## src/rtl/dmem_pkg.sv

```systemverilog
// Shared definitions for the data-memory access controller.
//   dmem_state_e : controller states (IDLE, RD, WR, DONE)
//   SIZE_*       : encodings of the MEM store size field
//   TMO_CNT_W    : width of the request timeout counter
package dmem_pkg;

  typedef enum logic [1:0] {
    IDLE = 2'd0,
    RD   = 2'd1,
    WR   = 2'd2,
    DONE = 2'd3
  } dmem_state_e;

  localparam logic [1:0] SIZE_WORD = 2'd0;
  localparam logic [1:0] SIZE_BYTE = 2'd1;
  localparam logic [1:0] SIZE_HALF = 2'd2;

  localparam int TMO_CNT_W = 8;

endpackage

```

## src/rtl/dmem_store_merge.sv

```systemverilog
// Combinational store merge for read-modify-write of sub-word stores.
// Lanes are big-endian: offset 0 is bits [31:24], offset 3 is bits [7:0].
//   old_word : word read back from memory
//   data     : store data, byte in [7:0], half in [15:0]
//   offset   : byte address bits [1:0]
//   size     : SIZE_WORD / SIZE_BYTE / SIZE_HALF (reserved code acts as word)
//   merged   : word to write back
module dmem_store_merge
  import dmem_pkg::*;
(
  input  logic [31:0] old_word,
  input  logic [31:0] data,
  input  logic [1:0]  offset,
  input  logic [1:0]  size,
  output logic [31:0] merged
);

  always_comb begin
    merged = old_word;
    case (size)
      SIZE_BYTE: begin
        case (offset)
          2'd0:    merged[31:24] = data[7:0];
          2'd1:    merged[23:16] = data[7:0];
          2'd2:    merged[15:8]  = data[7:0];
          default: merged[7:0]   = data[7:0];
        endcase
      end
      SIZE_HALF: begin
        // offset[0] is never set here; misaligned halves are rejected upstream
        if (offset[1]) merged[15:0]  = data[15:0];
        else           merged[31:16] = data[15:0];
      end
      default: merged = data;
    endcase
  end

endmodule

```

## src/rtl/dmem_access_ctrl.sv

```systemverilog
// Data-memory access controller between the MEM stage and a variable-latency
// memory with a req/ack handshake. Sub-word stores are done as
// read-modify-write; the pipeline is stalled until each access completes.
//   CLK, RESET       : clock, asynchronous active-high reset
//   MemRead_IN/MemWrite_IN, Address_IN, WriteData_IN, WriteSize_IN : MEM request
//   ReadData_OUT     : aligned word from the last successful read
//   Stall_OUT        : hold MEM inputs stable
//   Error_OUT        : one-cycle pulse on timeout or misaligned half store
//   mem_req, mem_we, mem_addr, mem_wdata : registered memory request
//   mem_ack, mem_rdata                   : memory completion strobe and data
module dmem_access_ctrl
  import dmem_pkg::*;
#(
  parameter int TIMEOUT_CYCLES = 255
) (
  input  logic        CLK,
  input  logic        RESET,
  input  logic        MemRead_IN,
  input  logic        MemWrite_IN,
  input  logic [31:0] Address_IN,
  input  logic [31:0] WriteData_IN,
  input  logic [1:0]  WriteSize_IN,
  output logic [31:0] ReadData_OUT,
  output logic        Stall_OUT,
  output logic        Error_OUT,
  output logic        mem_req,
  output logic        mem_we,
  output logic [31:0] mem_addr,
  output logic [31:0] mem_wdata,
  input  logic        mem_ack,
  input  logic [31:0] mem_rdata
);

  localparam logic [TMO_CNT_W-1:0] TMO_LAST = TMO_CNT_W'(TIMEOUT_CYCLES - 1);

  dmem_state_e          state, state_n;
  logic [TMO_CNT_W-1:0] cnt;
  logic                 rmw_p0;
  logic [1:0]           off_p0;
  logic [1:0]           size_p0;
  logic [31:0]          data_p0;
  logic [31:0]          merged;
  logic                 start;
  logic                 misal;
  logic                 tmo;
  logic                 sub_word;

  assign sub_word = (WriteSize_IN == SIZE_BYTE) || (WriteSize_IN == SIZE_HALF);

  dmem_store_merge u_merge (
    .old_word (mem_rdata),
    .data     (data_p0),
    .offset   (off_p0),
    .size     (size_p0),
    .merged   (merged)
  );

  // Stall is forced low while reset is held so an aborted access releases
  // the pipeline without waiting for a clock.
  assign Stall_OUT = !RESET &&
                     (((state == IDLE) && (MemRead_IN || MemWrite_IN)) ||
                      (state == RD) || (state == WR));

  always_comb begin
    state_n = state;
    start   = 1'b0;
    misal   = 1'b0;
    tmo     = 1'b0;
    case (state)
      IDLE: begin
        if (MemWrite_IN) begin
          start = 1'b1;
          if ((WriteSize_IN == SIZE_HALF) && Address_IN[0]) begin
            misal   = 1'b1;
            state_n = DONE;
          end else if (sub_word) begin
            state_n = RD;
          end else begin
            state_n = WR;
          end
        end else if (MemRead_IN) begin
          start   = 1'b1;
          state_n = RD;
        end
      end
      RD: begin
        if (mem_ack) begin
          state_n = rmw_p0 ? WR : DONE;
        end else if (cnt == TMO_LAST) begin
          tmo     = 1'b1;
          state_n = DONE;
        end
      end
      WR: begin
        if (mem_ack) begin
          state_n = DONE;
        end else if (cnt == TMO_LAST) begin
          tmo     = 1'b1;
          state_n = DONE;
        end
      end
      default: state_n = IDLE;
    endcase
  end

  always_ff @(posedge CLK or posedge RESET) begin
    if (RESET) state <= IDLE;
    else       state <= state_n;
  end

  always_ff @(posedge CLK or posedge RESET) begin
    if (RESET) begin
      cnt          <= '0;
      rmw_p0       <= 1'b0;
      mem_req      <= 1'b0;
      mem_we       <= 1'b0;
      mem_addr     <= '0;
      mem_wdata    <= '0;
      ReadData_OUT <= '0;
      Error_OUT    <= 1'b0;
    end else begin
      // Request outputs follow the next state, so they are stable for the
      // whole phase and drop in the cycle after ack or timeout.
      mem_req   <= (state_n == RD) || (state_n == WR);
      mem_we    <= (state_n == WR);
      Error_OUT <= misal | tmo;
      if (state_n != state)                 cnt <= '0;
      else if ((state == RD) || (state == WR)) cnt <= cnt + 1'b1;
      if (start && !misal) begin
        rmw_p0   <= MemWrite_IN;
        mem_addr <= {Address_IN[31:2], 2'b00};
        if (state_n == WR) mem_wdata <= WriteData_IN;
      end
      if ((state == RD) && mem_ack) begin
        if (rmw_p0) mem_wdata    <= merged;
        else        ReadData_OUT <= mem_rdata;
      end
    end
  end

  // Request fields used by the merge; data only, no reset needed.
  always_ff @(posedge CLK) begin
    if (start) begin
      off_p0  <= Address_IN[1:0];
      size_p0 <= WriteSize_IN;
      data_p0 <= WriteData_IN;
    end
  end

endmodule

```

## config.mk

```make
export PLATFORM = sky130hd
export DESIGN_NAME = dmem_access_ctrl
export DESIGN_NICKNAME = d
export VERILOG_FILES = /design/src/rtl/dmem_pkg.sv /design/src/rtl/dmem_store_merge.sv /design/src/rtl/dmem_access_ctrl.sv
export SDC_FILE = /design/constraint.sdc
export NUM_CORES = 1
export LEC_CHECK = 0
export BUFFER_PORTS_ARGS = -buffer_cell sky130_fd_sc_hd__buf_2
export CORE_MARGIN = 3
export CORE_UTILIZATION = 49
export CTS_CLUSTER_DIAMETER = 60
export DETAILED_ROUTE_END_ITERATION = 8
export GPL_TIMING_DRIVEN = 0
export MAX_ROUTING_LAYER = met4
export PLACE_DENSITY = 0.77
export SETUP_SLACK_MARGIN = 0.3
export SKIP_CTS_REPAIR_TIMING = 1
export SYNTH_ARGS = -nofsm -noshare
export SYNTH_HDL_FRONTEND = slang
export SYNTH_SLANG_ARGS = --single-unit
```

## constraint.sdc

```tcl
create_clock -name CLK -period 7.52 [get_ports CLK]
set_clock_uncertainty 0.1 [all_clocks]
set_input_delay 1.128 -clock CLK [delete_from_list [all_inputs] [get_ports CLK]]
set_output_delay 1.128 -clock CLK [all_outputs]
set_load 0.01 [all_outputs]
```

After elaboration in Yosys (flattened, before gate mapping)
Cells that the tools add are included.

storage, ports and cells
  register bits after elaboration = 144
  logic and storage cells = 77

cells by class
  add/subtract/negate cells = 1
  reductions and logical operators = 19
  equality and inequality tests = 12
  muxes and demuxes = 31
  bitwise gates (word level) = 2

operators with widths
  kind                                                             count
  32-bit 2-to-1 mux                                                4
  32-bit one-hot mux with 2 select lines                           1
  8-bit 2-to-1 mux                                                 6
  16-bit 2-to-1 mux                                                2
  2-bit 2-to-1 mux                                                 7
  2-bit by 1-bit == test with 1-bit output, second input constant  5
  2-bit == test, second input constant                             5
  1-bit 2-to-1 mux                                                 10
  8-bit by 1-bit adder with 8-bit output, second input constant    1
  8-bit == test, second input constant                             1
  1-bit logical OR                                                 6
  2-bit one-hot mux with 3 select lines                            1
  1-bit logical AND                                                5
  2-bit logical NOT                                                2
  3-bit OR reduction                                               1
  1-bit logical NOT                                                2
  2-bit != test                                                    1
  2-bit AND reduction                                              1
  2-bit nonzero test                                               1
  2-bit OR reduction                                               1
  1-bit NOT                                                        1
  1-bit bitwise OR                                                 1

Logic depth before layout (Yosys ltp)
Gate-level depths: netlist (run 1).

  word-level depth = 11
  mapped depth = 12

Modules after synthesis
A second synthesis (run 1) with hierarchy kept.

unflattened totals
  cell total of the unflattened synthesis = 545
  area total of the unflattened synthesis = 6,872.8 um^2

modules (own cells, without submodules)
  module            area each (um^2)  instances  cells an instance
  dmem_access_ctrl  5,830.6           1          412
  dmem_store_merge  1,042.2           1          133

Worst setup path before layout (run 1)
Ideal clock, no wire load.

  kind = input -> register
  start point = input port WriteSize_IN[0]
  end point = register mem_wdata[2]
  library setup time = 0.143 ns
  slack = 4.373 ns
  buffers on the path = 1
  cell stages on the path = 10
  data arrival time = 2.904 ns
  cells stage by stage = inv_1 -> ha_1 -> a21oi_1 -> nor2_1 -> o41a_1 -> ha_1 -> nand3_2 -> buf_6 -> mux2i_1 -> o221ai_1

between the ends
  word-level cells in the longest chain between the ends = 11

ends and longest elaborated chain
  element                                                                    RTL line                                        RTL
  start, declared                                                            dmem_access_ctrl.sv:22                          input logic [1:0] WriteSize_IN,
  2-bit by 1-bit == test with 1-bit output or 2-bit == test (tied branches)  dmem_access_ctrl.sv:48, dmem_access_ctrl.sv:73
  1-bit logical OR                                                           dmem_access_ctrl.sv:48                          assign sub_word = (WriteSize_IN == SIZE_BYTE) || (WriteSize_IN == SIZE_HALF);
  2-bit 2-to-1 mux                                                           dmem_access_ctrl.sv:76                          end else if (sub_word) begin
  2-bit 2-to-1 mux (*)                                                       dmem_access_ctrl.sv:73                          if ((WriteSize_IN == SIZE_HALF) && Address_IN[0]) begin
  2-bit 2-to-1 mux (*)                                                       dmem_access_ctrl.sv:71                          if (MemWrite_IN) begin
  2-bit one-hot mux with 3 select lines (*)                                  dmem_access_ctrl.sv:69                          case (state)
  via state_n[1]                                                             dmem_access_ctrl.sv:36                          dmem_state_e state, state_n;
  2-bit == test (*)                                                          dmem_access_ctrl.sv:132                         if (state_n == WR) mem_wdata <= WriteData_IN;
  32-bit 2-to-1 mux (*)                                                      dmem_access_ctrl.sv:132
  32-bit 2-to-1 mux (*)                                                      dmem_access_ctrl.sv:129                         if (start && !misal) begin
  32-bit 2-to-1 mux                                                          dmem_access_ctrl.sv:135                         if (rmw_p0) mem_wdata <= merged;
  32-bit 2-to-1 mux (*)                                                      dmem_access_ctrl.sv:134                         if ((state == RD) && mem_ack) begin
  end signal, assigned                                                       dmem_access_ctrl.sv:132
  end signal, assigned                                                       dmem_access_ctrl.sv:135
  end, declared                                                              dmem_access_ctrl.sv:29                          output logic [31:0] mem_wdata,

The timed path passes the listed nets; every way through them passes the cells marked *.
A chain may end at the register's enable or synchronous reset.

Worst setup path after layout (run 1)
  start point = input port WriteSize_IN[0]
  end point = register mem_wdata[3]

between the ends
  word-level cells in the longest chain between the ends = 11

ends and longest elaborated chain
  element                                                                    RTL line
  2-bit by 1-bit == test with 1-bit output or 2-bit == test (tied branches)  dmem_access_ctrl.sv:48, dmem_access_ctrl.sv:73
  1-bit logical OR                                                           dmem_access_ctrl.sv:48
  2-bit 2-to-1 mux                                                           dmem_access_ctrl.sv:76
  2-bit 2-to-1 mux                                                           dmem_access_ctrl.sv:73
  2-bit 2-to-1 mux                                                           dmem_access_ctrl.sv:71
  2-bit one-hot mux with 3 select lines                                      dmem_access_ctrl.sv:69
  2-bit == test                                                              dmem_access_ctrl.sv:132
  32-bit 2-to-1 mux                                                          dmem_access_ctrl.sv:132
  32-bit 2-to-1 mux (*)                                                      dmem_access_ctrl.sv:129
  32-bit 2-to-1 mux                                                          dmem_access_ctrl.sv:135
  32-bit 2-to-1 mux (*)                                                      dmem_access_ctrl.sv:134

Every way passes the cells marked *; elsewhere a longest branch is shown, timed or not.

==> results of run 1 <==
==> layer usage <==
metal  share of wire  up-vias
li1                -     2256
met1            0.40     2492
met2            0.50      257
met3           0.075       35
met4           0.024        0
met5               0        -
==> how the worst max path moves through the flow <==
stage / cells past startpoint / slack (ns) / endpoint
after floorplan: 1 / 3.45 / Error_OUT$_DFF_PP0_
after CTS: 12 / 4.30 / mem_wdata[3]$_DFF_PP0_
after detailed placement: 12 / 3.85 / mem_wdata[3]$_DFF_PP0_
after global routing: 12 / 4.12 / mem_wdata[3]$_DFF_PP0_
after global placement: 2 / 2.25 / ReadData_OUT[24]$_DFFE_PP0P_
final: 12 / 4.29 / mem_wdata[3]$_DFF_PP0_
==> power by group <==
part	leakage, nW	switching (W)	internal, W
clock	0.301	0.000320	0.000504
sequential	1.65	0.000189	0.00115
combinational	2.05	0.000762	0.000643
==> Yosys cell counts (all sizes together) (8+ instances only) <==
cell type and n:
dfrtp 108, mux2 78, mux2i 40, edfxtp 36, nand2 29, inv 21, buf 17, a221oi 16
o21ai 13, ha 10, nor4 9, o22ai 9, a222oi 8, a22oi 8, nor2 8, o221ai 8
==> sequential cells by signal (all words and copies together) (netlist names), 2 cells and up <==
signal / count
ReadData_OUT: 32
cnt: 8
data_p0: 32
mem_addr: 30
mem_wdata: 32
off_p0: 2
size_p0: 2
state: 2
==> cells by family after synthesis <==
group / after synthesis / synth area share
flops: 144 / 0.586
mux: 118 / 0.198
simple gates: 66 / 0.0511
xor+xnor: 7 / 0.00949
other cells: 1 / 0.000581
buf+inv: 45 / 0.0345
fa+ha+maj: 10 / 0.0194
compound gates: 84 / 0.101
==> metrics by stage <==
stage	area [sq um]	total power [W]	instances	hold WS, ns
after floorplan	6460	0.00221	476	0.391
after global placement	7670	0.00269	847	0.382
after detailed placement	7700	0.00275	848	0.387
after CTS	8290	0.00359	880	0.401
after global routing	8290	0.00379	880	0.413
final	8290	0.00357	880	0.399
==> placed cells by master (no fill, tap or decap), types with 3 or more instances in the layout <==
master / n
o21ai_0: 11
buf_4: 3
o221ai_1: 8
clkinv_2: 6
clkbuf_1: 8
mux2i_1: 40
nor4_1: 9
buf_2: 209
edfxtp_1: 36
inv_1: 19
clkbuf_8: 3
buf_6: 4
a221oi_1: 16
dfrtp_1: 108
nand4_1: 4
a222oi_1: 8
mux2_2: 78
o22ai_1: 8
xnor2_1: 3
nor3_1: 3
xor2_1: 4
clkbuf_16: 20
nor2_1: 7
a22oi_1: 8
a21oi_1: 7
nand2_1: 29
ha_1: 10
==> layout make-up <==
cell class | count | area [sq um]
sequential | 144 | 3780
inverter | 21 | 81.3
tap | 172 | 215
clock buffer | 24 | 546
multi-input combinational | 287 | 2460
fill | 983 | 4480
timing repair buffer | 200 | 1020
buffer | 24 | 144
clock inverter | 8 | 45.0
==> results.toml, run 1 <==
[run_status]
status = "finished clean"

[grt]
grt_pass1_wl_microns = 27800
grt-busiest-layer = "met2"
grt_pass1_vias = 5314
antenna_found_initial = 0
use_met2 = 0.410
grtUsageTotal = 0.257
grt_overflow_total = 0
gr-usage-met3 = 0.0725
grtUsageMet1 = 0.316
grt_max_degree = 60

[synth]
yosys.area.top_type = "dfrtp_1"
synth_ff_type = "dfrtp_1"
synth_edf_count = 36
synth_area_leaders = "dfrtp_1 (42%), edfxtp_1 (17%), mux2_2 (14%)"
synthCells = 475
ys_ff_latch = 144
yosysWarnings = 0
syn_area_sq_um = 6460
synthArstFlopShare = 0.750
synth.top_cell.area_share = 0.418
ys_seq_area_frac = 0.586
synth.avg_cell_area_sq_um = 13.6
synth.distinct_cells = 51

[timing]
hold_viol = 0
fin_crit_sh = 0.429
rsz0062_at_grt = "false"
finalSetupViolations = 0
timing.fmax_mhz = 310
finalSetupTns_ns = 0
max_slew_margin = 0.384
maxSlewViolCount = 0
finalWorstSetupSlack_ns = 4.29
tightest_slew_ns = 0.917
layout_min_cycle_time_ns = 3.23

[worst_hold_path]
hold_path_depth = 1
holdPathEnd = "mem_addr[10]$_DFFE_PP0P_"
min_from = "mem_addr[10]$_DFFE_PP0P_"
hp-class = "register to register"

[worst_setup_path]
slowest_stage = "a311oi_1"
cp.arrival_ns = 3.39
crit_top_cell = "ha_1"
regToRegEndpoint = "mem_wdata[3]$_DFF_PP0_"
path_max_fanout = 10
required_ns = 7.68
path_delay_family = "compound AO/OA/AOI/OAI gates"
regToRegStartpoint = "state[1]$_DFF_PP0_"
ff2ff_setup_slack_ns = 4.53
cp_num_buf_inv = 3
end_kind = "register"
critPathMaxStageDelay_ns = 0.34
worst-r2r-cell-count = 12
startpoint = "WriteSize_IN[0]"
path_class = "primary input to register"
path_cells = "buf_2, inv_1, ha_1, nand2_1, a31oi_1, nand2b_1, a311oi_1, ha_1, nand3_2, buf_6, mux2i_1, o221ai_1"
cp-start-kind = "primary input"

[cts]
cts.sink_count = 144
cts_tree = "done"
clk_pin_slew_ns = 0.06
htree_num_levels = 4
clk_latency_ns = 0.42
numCtsBuffers = 17
cts_root_buf = "clkbuf_16"
clockBufferDepth = 2

[place]
io_buffers = 199
dp_hpwl_microns = 13100
place_ws_ns = 3.85
globalplace.congestion = 0.859

[floorplan]
core.rowCount = 41
coreArea_sq_um = 12800
die_y_microns = 121
initial_core_util = 0.506
die_w_microns = 121
io_pins = 203
dieArea_sq_um = 14600

[cells_and_area]
n_antenna_cell = 0
fin_util = 0.649
fin_nets = 808
syn_to_final_growth_pct = 28.4
drive_above_1_share = 0.473

[pwr]
ir_drop_v = 0.000288
p_leak_nw = 4.00
power_density_nw_per_um2 = 431

[drt]
viasPerCell = 5.73
drt-wirelength-per-cell_microns = 20.1
firstDrtPassIters = 6
drt_iter0_drc = 403
drc_errors = 0
totalWireLength_microns = 17700
routed-via-count = 5040
ant_nets = 0

[flow_run]
maxCapViolCount = 0
Note: power is estimated with default switching activity, not from simulation.
==> run 2, diff against run 1 <==
CORE_UTILIZATION = 46   (was 49)
PLACE_DENSITY = 0.76   (was 0.77)
clock period = 2.9 ns   (was 7.52 ns; I/O delays follow)
==> run 2 against run 1 <==
Against the previous run:
- sequential power grew to 2.6 times the previous value
- sequential share of layout area shrank 1.2 points
- power grew to 2.6 times the previous value
- clock-buffer cell count shrank 5
- die area grew 6.2%
- utilization shrank 1.8 points
- first-iteration DRC count grew 19%
- final cell count grew 2.3%
- global-route usage shrank 2.1 points
- setup slack lost 4.0 ns
- critical path type is now register to register
- largest power group unchanged
- highest routed layer unchanged
==> results.toml, run 2 (synthesis results as in run 1) <==
[floorplan]
io_pins = 203
coreArea_sq_um = 13500
dieArea_sq_um = 15500
die_w_microns = 124
core.rowCount = 42
initial_core_util = 0.478
die_y_microns = 124

[worst_setup_path]
end_kind = "register"
regToRegStartpoint = "cnt[5]$_DFFE_PP0P_"
cp-start-kind = "register"
required_ns = 3.07
ff2ff_setup_slack_ns = 0.29
regToRegEndpoint = "mem_wdata[5]$_DFF_PP0_"
path_max_fanout = 7
path_class = "register to register"
cp.arrival_ns = 2.78
worst-r2r-cell-count = 10

[cts]
htree_num_levels = 4
clk_latency_ns = 0.42
cts.sink_count = 144
cts_tree = "done"
clockBufferDepth = 2
numCtsBuffers = 17
clk_pin_slew_ns = 0.06
cts_root_buf = "clkbuf_16"

[drt]
drt_iter0_drc = 480
routed-via-count = 5063
totalWireLength_microns = 18300
drc_errors = 0
drt-wirelength-per-cell_microns = 20.3
ant_nets = 0
firstDrtPassIters = 5
viasPerCell = 5.63

[grt]
grt_pass1_wl_microns = 27900
grt_pass1_vias = 5225
antenna_found_initial = 3
grt_overflow_total = 0
grt_max_degree = 41
grtUsageTotal = 0.236

[worst_hold_path]
hp-class = "primary input to asynchronous set/reset pin"

[place]
dp_hpwl_microns = 13200
io_buffers = 199
place_inst = 853
globalplace.congestion = 0.863

[timing]
timing.fmax_mhz = 383
tightest_slew_ns = 1.00
finalSetupTns_ns = 0
maxSlewViolCount = 0
layout_min_cycle_time_ns = 2.61
max_slew_margin = 0.328
finalSetupViolations = 0
fin_crit_sh = 0.899
hold_viol = 0
rsz0062_at_grt = "true"

[cells_and_area]
finalNonFillerCells = 900
fin_nets = 821
syn_to_final_growth_pct = 32.0
final_common_cell = "buf_2"
reg_top3 = "ReadData_OUT (32), data_p0 (32), mem_wdata (32)"
final_cell_mix = "buf_2 (208), dfrtp_1 (106), mux2_2 (78)"
nFillCells = 1053
drive_above_1_share = 0.508

[flow_run]
maxCapViolCount = 0

[pwr]
p_leak_nw = 4.05
ir_drop_v = 0.000647
power_density_nw_per_um2 = 1100

[run_status]
status = "finished clean"
run 2: cell types whose count changed in the layout (fill, tap and decap cells not counted), moves of 3 or more:
cell	previous run	this run
diode_2	0	3
clkbuf_8	3	0
buf_4	3	12
inv_4	2	5
buf_12	0	5
clkinvlp_4	0	4
ha_1	10	6
ha_2	0	3
run 2: area by class of cell:
| class | count | area (sq um) | share of cell area |
|---|---|---|---|
| diodes | 3 | 7.51 | 0.000880 |
| repair buffers | 212 | 1150 | 0.135 |
| clock inverters | 13 | 86.3 | 0.0101 |
| plain buffers | 24 | 176 | 0.0207 |
| repair inverters | 1 | 5.00 | 0.000587 |
| multi-input cells | 287 | 2550 | 0.299 |
| inverters | 21 | 88.8 | 0.0104 |
| clock buffers | 19 | 454 | 0.0533 |
| well taps | 176 | 220 | 0.0258 |
| flip-flops and latches | 144 | 3790 | 0.444 |
run 2: per-layer routing:
layer	share of wire	wire length, microns	GRT usage	vias up
met5	0	0	-	-
met4	0.027	500	0.0896	0
met3	0.079	1430	0.0673	32
met2	0.49	8970	0.378	246
met1	0.40	7350	0.285	2502
li1	-	-	-	2283
run 2: through the flow:
| stage | hold slack [ns] | utilization | power, W | area (sq um) | setup WS (ns) |
|---|---|---|---|---|---|
| finish | 0.0586 | 0.631 | 0.00940 | 8530 | 0.291 |
| global route | 0.0968 | 0.631 | 0.00995 | 8530 | 0.128 |
| CTS | 0.0723 | 0.612 | 0.00917 | 8270 | -0.221 |
| detailed placement | 0.387 | 0.572 | 0.00715 | 7730 | -0.233 |
| global placement | 0.382 | 0.569 | 0.00699 | 7690 | -0.178 |
| floorplan | 0.391 | - | 0.00573 | 6470 | 0.439 |
run 2: worst max path at each step:
stage	from	endpoint	depth (start not counted)
after floorplan	state[0]$_DFF_PP0_	mem_wdata[2]$_DFF_PP0_	8
after global placement	state[0]$_DFF_PP0_	mem_wdata[4]$_DFF_PP0_	8
after detailed placement	state[0]$_DFF_PP0_	mem_wdata[9]$_DFF_PP0_	8
after CTS	state[0]$_DFF_PP0_	mem_wdata[2]$_DFF_PP0_	8
after global routing	state[1]$_DFF_PP0_	mem_wdata[3]$_DFF_PP0_	12
final	cnt[5]$_DFFE_PP0P_	mem_wdata[5]$_DFF_PP0_	10
run 2: worst max-delay path, stage by stage (launching register included):
cell       delay [ns]
dfrtp_1          0.42
and4_1           0.26
a41oi_2          0.23
buf_4            0.16
nor3_2           0.05
a311oi_2         0.26
ha_2             0.25
nand3_4          0.20
clkbuf_16        0.25
mux2i_1          0.14
o221ai_1         0.13
run 2: power by group:
group | total (W) | switching [W] | leakage [nW] | internal (W)
Sequential | 0.00350 | 0.000501 | 1.65 | 0.00300
Clock | 0.00200 | 0.000863 | 0.269 | 0.00114
Combinational | 0.00390 | 0.00205 | 2.13 | 0.00185
Total | 0.00940 | 0.00341 | 4.05 | 0.00598
==> run 3, diff against run 2 <==
CELL_PAD_IN_SITES_DETAIL_PLACEMENT = 1   (was default)
CELL_PAD_IN_SITES_GLOBAL_PLACEMENT = 1   (was default)
CORE_UTILIZATION = 37   (was 46)
MAX_ROUTING_LAYER = default   (was met4)
PLACE_DENSITY = default   (was 0.76)
PLACE_DENSITY_LB_ADDON = 0.1   (was default)
==> run 3 against run 2 <==
Against the previous run:
- maximum frequency down 0.18%
- clock power up 12%
- sequential power about the same
- utilization down 12 points
- first-iteration DRC count down 41%
- via count down 1.7%
- highest routed layer unchanged
- routed wire length up 8.5%
- combinational power up 1%
- design area up 0.65%
- largest cell class unchanged
- final cell count up 4.4%
- sequential share of layout area down 0.28 points
- critical path depth up 1
==> results.toml, run 3 (synthesis results as in run 1) <==
[drt]
routed-via-count = 4976
viasPerCell = 5.29
ant_nets = 0
drc_errors = 0
firstDrtPassIters = 5
totalWireLength_microns = 19800
drt-wirelength-per-cell_microns = 21.1
drt_iter0_drc = 284

[floorplan]
dieArea_sq_um = 19100
core.rowCount = 47
coreArea_sq_um = 16800
initial_core_util = 0.384
die_y_microns = 138
io_pins = 203
die_w_microns = 138

[worst_setup_path]
cp-start-kind = "register"
path_cells = "ha_4, buf_6, a21boi_4, nor2_2, nand2b_1, a311oi_2, ha_2, nand3_4, buf_12, mux2i_1, o221ai_1"
worst-r2r-cell-count = 11
critPathMaxStageDelay_ns = 0.46
path_class = "register to register"
regToRegStartpoint = "state[0]$_DFF_PP0_"
startpoint = "state[0]$_DFF_PP0_"
slowest_stage = "dfrtp_2"
required_ns = 3.05
path_max_fanout = 6
cp.arrival_ns = 2.77
crit_path_end = "mem_wdata[7]$_DFF_PP0_"
end_kind = "register"
regToRegEndpoint = "mem_wdata[7]$_DFF_PP0_"
ff2ff_setup_slack_ns = 0.29

[timing]
finalSetupViolations = 0
maxSlewViolCount = 0
layout_min_cycle_time_ns = 2.61
tightest_slew_ns = 0.925
rsz0062_at_grt = "true"
fin_crit_sh = 0.901
finalWorstSetupSlack_ns = 0.287
hold_viol = 0
timing.fmax_mhz = 383
max_slew_margin = 0.379

[pwr]
ir_drop_v = 0.000499
p_leak_nw = 4.07
power_density_nw_per_um2 = 1120

[grt]
grtUsageTotal = 0.200
antenna_found_initial = 0
grt_max_degree = 41
grt_pass1_wl_microns = 30300
grt_overflow_total = 0
grt_pass1_vias = 5437

[cts]
clockBufferDepth = 2
numCtsBuffers = 17
cts.sink_count = 144
htree_num_levels = 4
clk_pin_slew_ns = 0.06
clk_latency_ns = 0.42
cts_tree = "done"
cts_root_buf = "clkbuf_16"

[place]
globalplace.congestion = 0.828
place_ws_ns = -0.372
dp_hpwl_microns = 14400
io_buffers = 199
placed_area_sq_um = 7780

[cells_and_area]
final_common_cell = "buf_2"
fin_nets = 820
reg_top3 = "ReadData_OUT (32), data_p0 (32), mem_wdata (32)"
n_antenna_cell = 0
drive_above_1_share = 0.501
syn_to_final_growth_pct = 32.9
fin_util = 0.510
final_cell_mix = "buf_2 (208), dfrtp_1 (106), mux2_2 (78)"
final_area_sq_um = 8580

[flow_run]
maxCapViolCount = 0

[run_status]
status = "finished clean"

[worst_hold_path]
hp-class = "primary input to register"
run 3: layer usage:
| metal | up-vias | share of wire | track usage |
|---|---|---|---|
| li1 | 2271 | - | - |
| met1 | 2491 | 0.41 | 0.248 |
| met2 | 188 | 0.50 | 0.333 |
| met3 | 26 | 0.071 | 0.0632 |
| met4 | 0 | 0.016 | 0.0666 |
| met5 | - | 0 | 0 |
run 3: report_power, final:
part	switching (W)	internal, W	leakage, nW
clock network	0.000841	0.00139	0.303
logic	0.00213	0.00183	2.12
registers	0.000474	0.00299	1.65
run 3: per-stage QoR:
stage | total power (W) | std cells | hold slack [ns] | setup TNS (ns)
5_1_grt | 0.0103 | 940 | 0.0879 | 0
6_report | 0.00965 | 940 | 0.110 | 0
2_1_floorplan | 0.00573 | 476 | 0.391 | 0
4_1_cts | 0.00950 | 929 | 0.0901 | -17.62
3_3_place_gp | 0.00706 | 895 | 0.383 | -7.86
3_5_place_dp | 0.00724 | 897 | 0.388 | -16.95
run 3: worst min-delay path by stage:
stage | depth (start not counted) | slack, ns | endpoint | startpoint
after detailed placement | 1 | 0.39 | mem_addr[31]$_DFFE_PP0P_ | mem_addr[31]$_DFFE_PP0P_
after global routing | 1 | 0.09 | data_p0[6]$_DFFE_PP_ | WriteData_IN[6]
final | 1 | 0.11 | data_p0[2]$_DFFE_PP_ | WriteData_IN[2]
after global placement | 1 | 0.38 | ReadData_OUT[26]$_DFFE_PP0P_ | ReadData_OUT[26]$_DFFE_PP0P_
after CTS | 1 | 0.09 | data_p0[6]$_DFFE_PP_ | WriteData_IN[6]
after floorplan | 2 | 0.39 | mem_wdata[24]$_DFF_PP0_ | data_p0[24]$_DFFE_PP_
run 3: area by class of cell:
cell class / count / area (sq um)
multi-input combinational: 287 / 2540
timing repair inverter: 1 / 7.51
buffer: 24 / 159
tap: 220 / 275
inverter: 21 / 88.8
fill: 1812 / 8240
timing repair buffer: 211 / 1130
clock buffer: 23 / 499
sequential: 144 / 3790
clock inverter: 9 / 103
run 3: critical path: cells and delay by family (launching register included):
family | cells | cell delay, ns
adders and majority gates | 2 | 0.47
AOI/OAI and AO/OA | 3 | 0.54
and+or+nand+nor | 3 | 0.43
muxes | 1 | 0.15
DFF | 1 | 0.46
buffers and inverters | 2 | 0.30
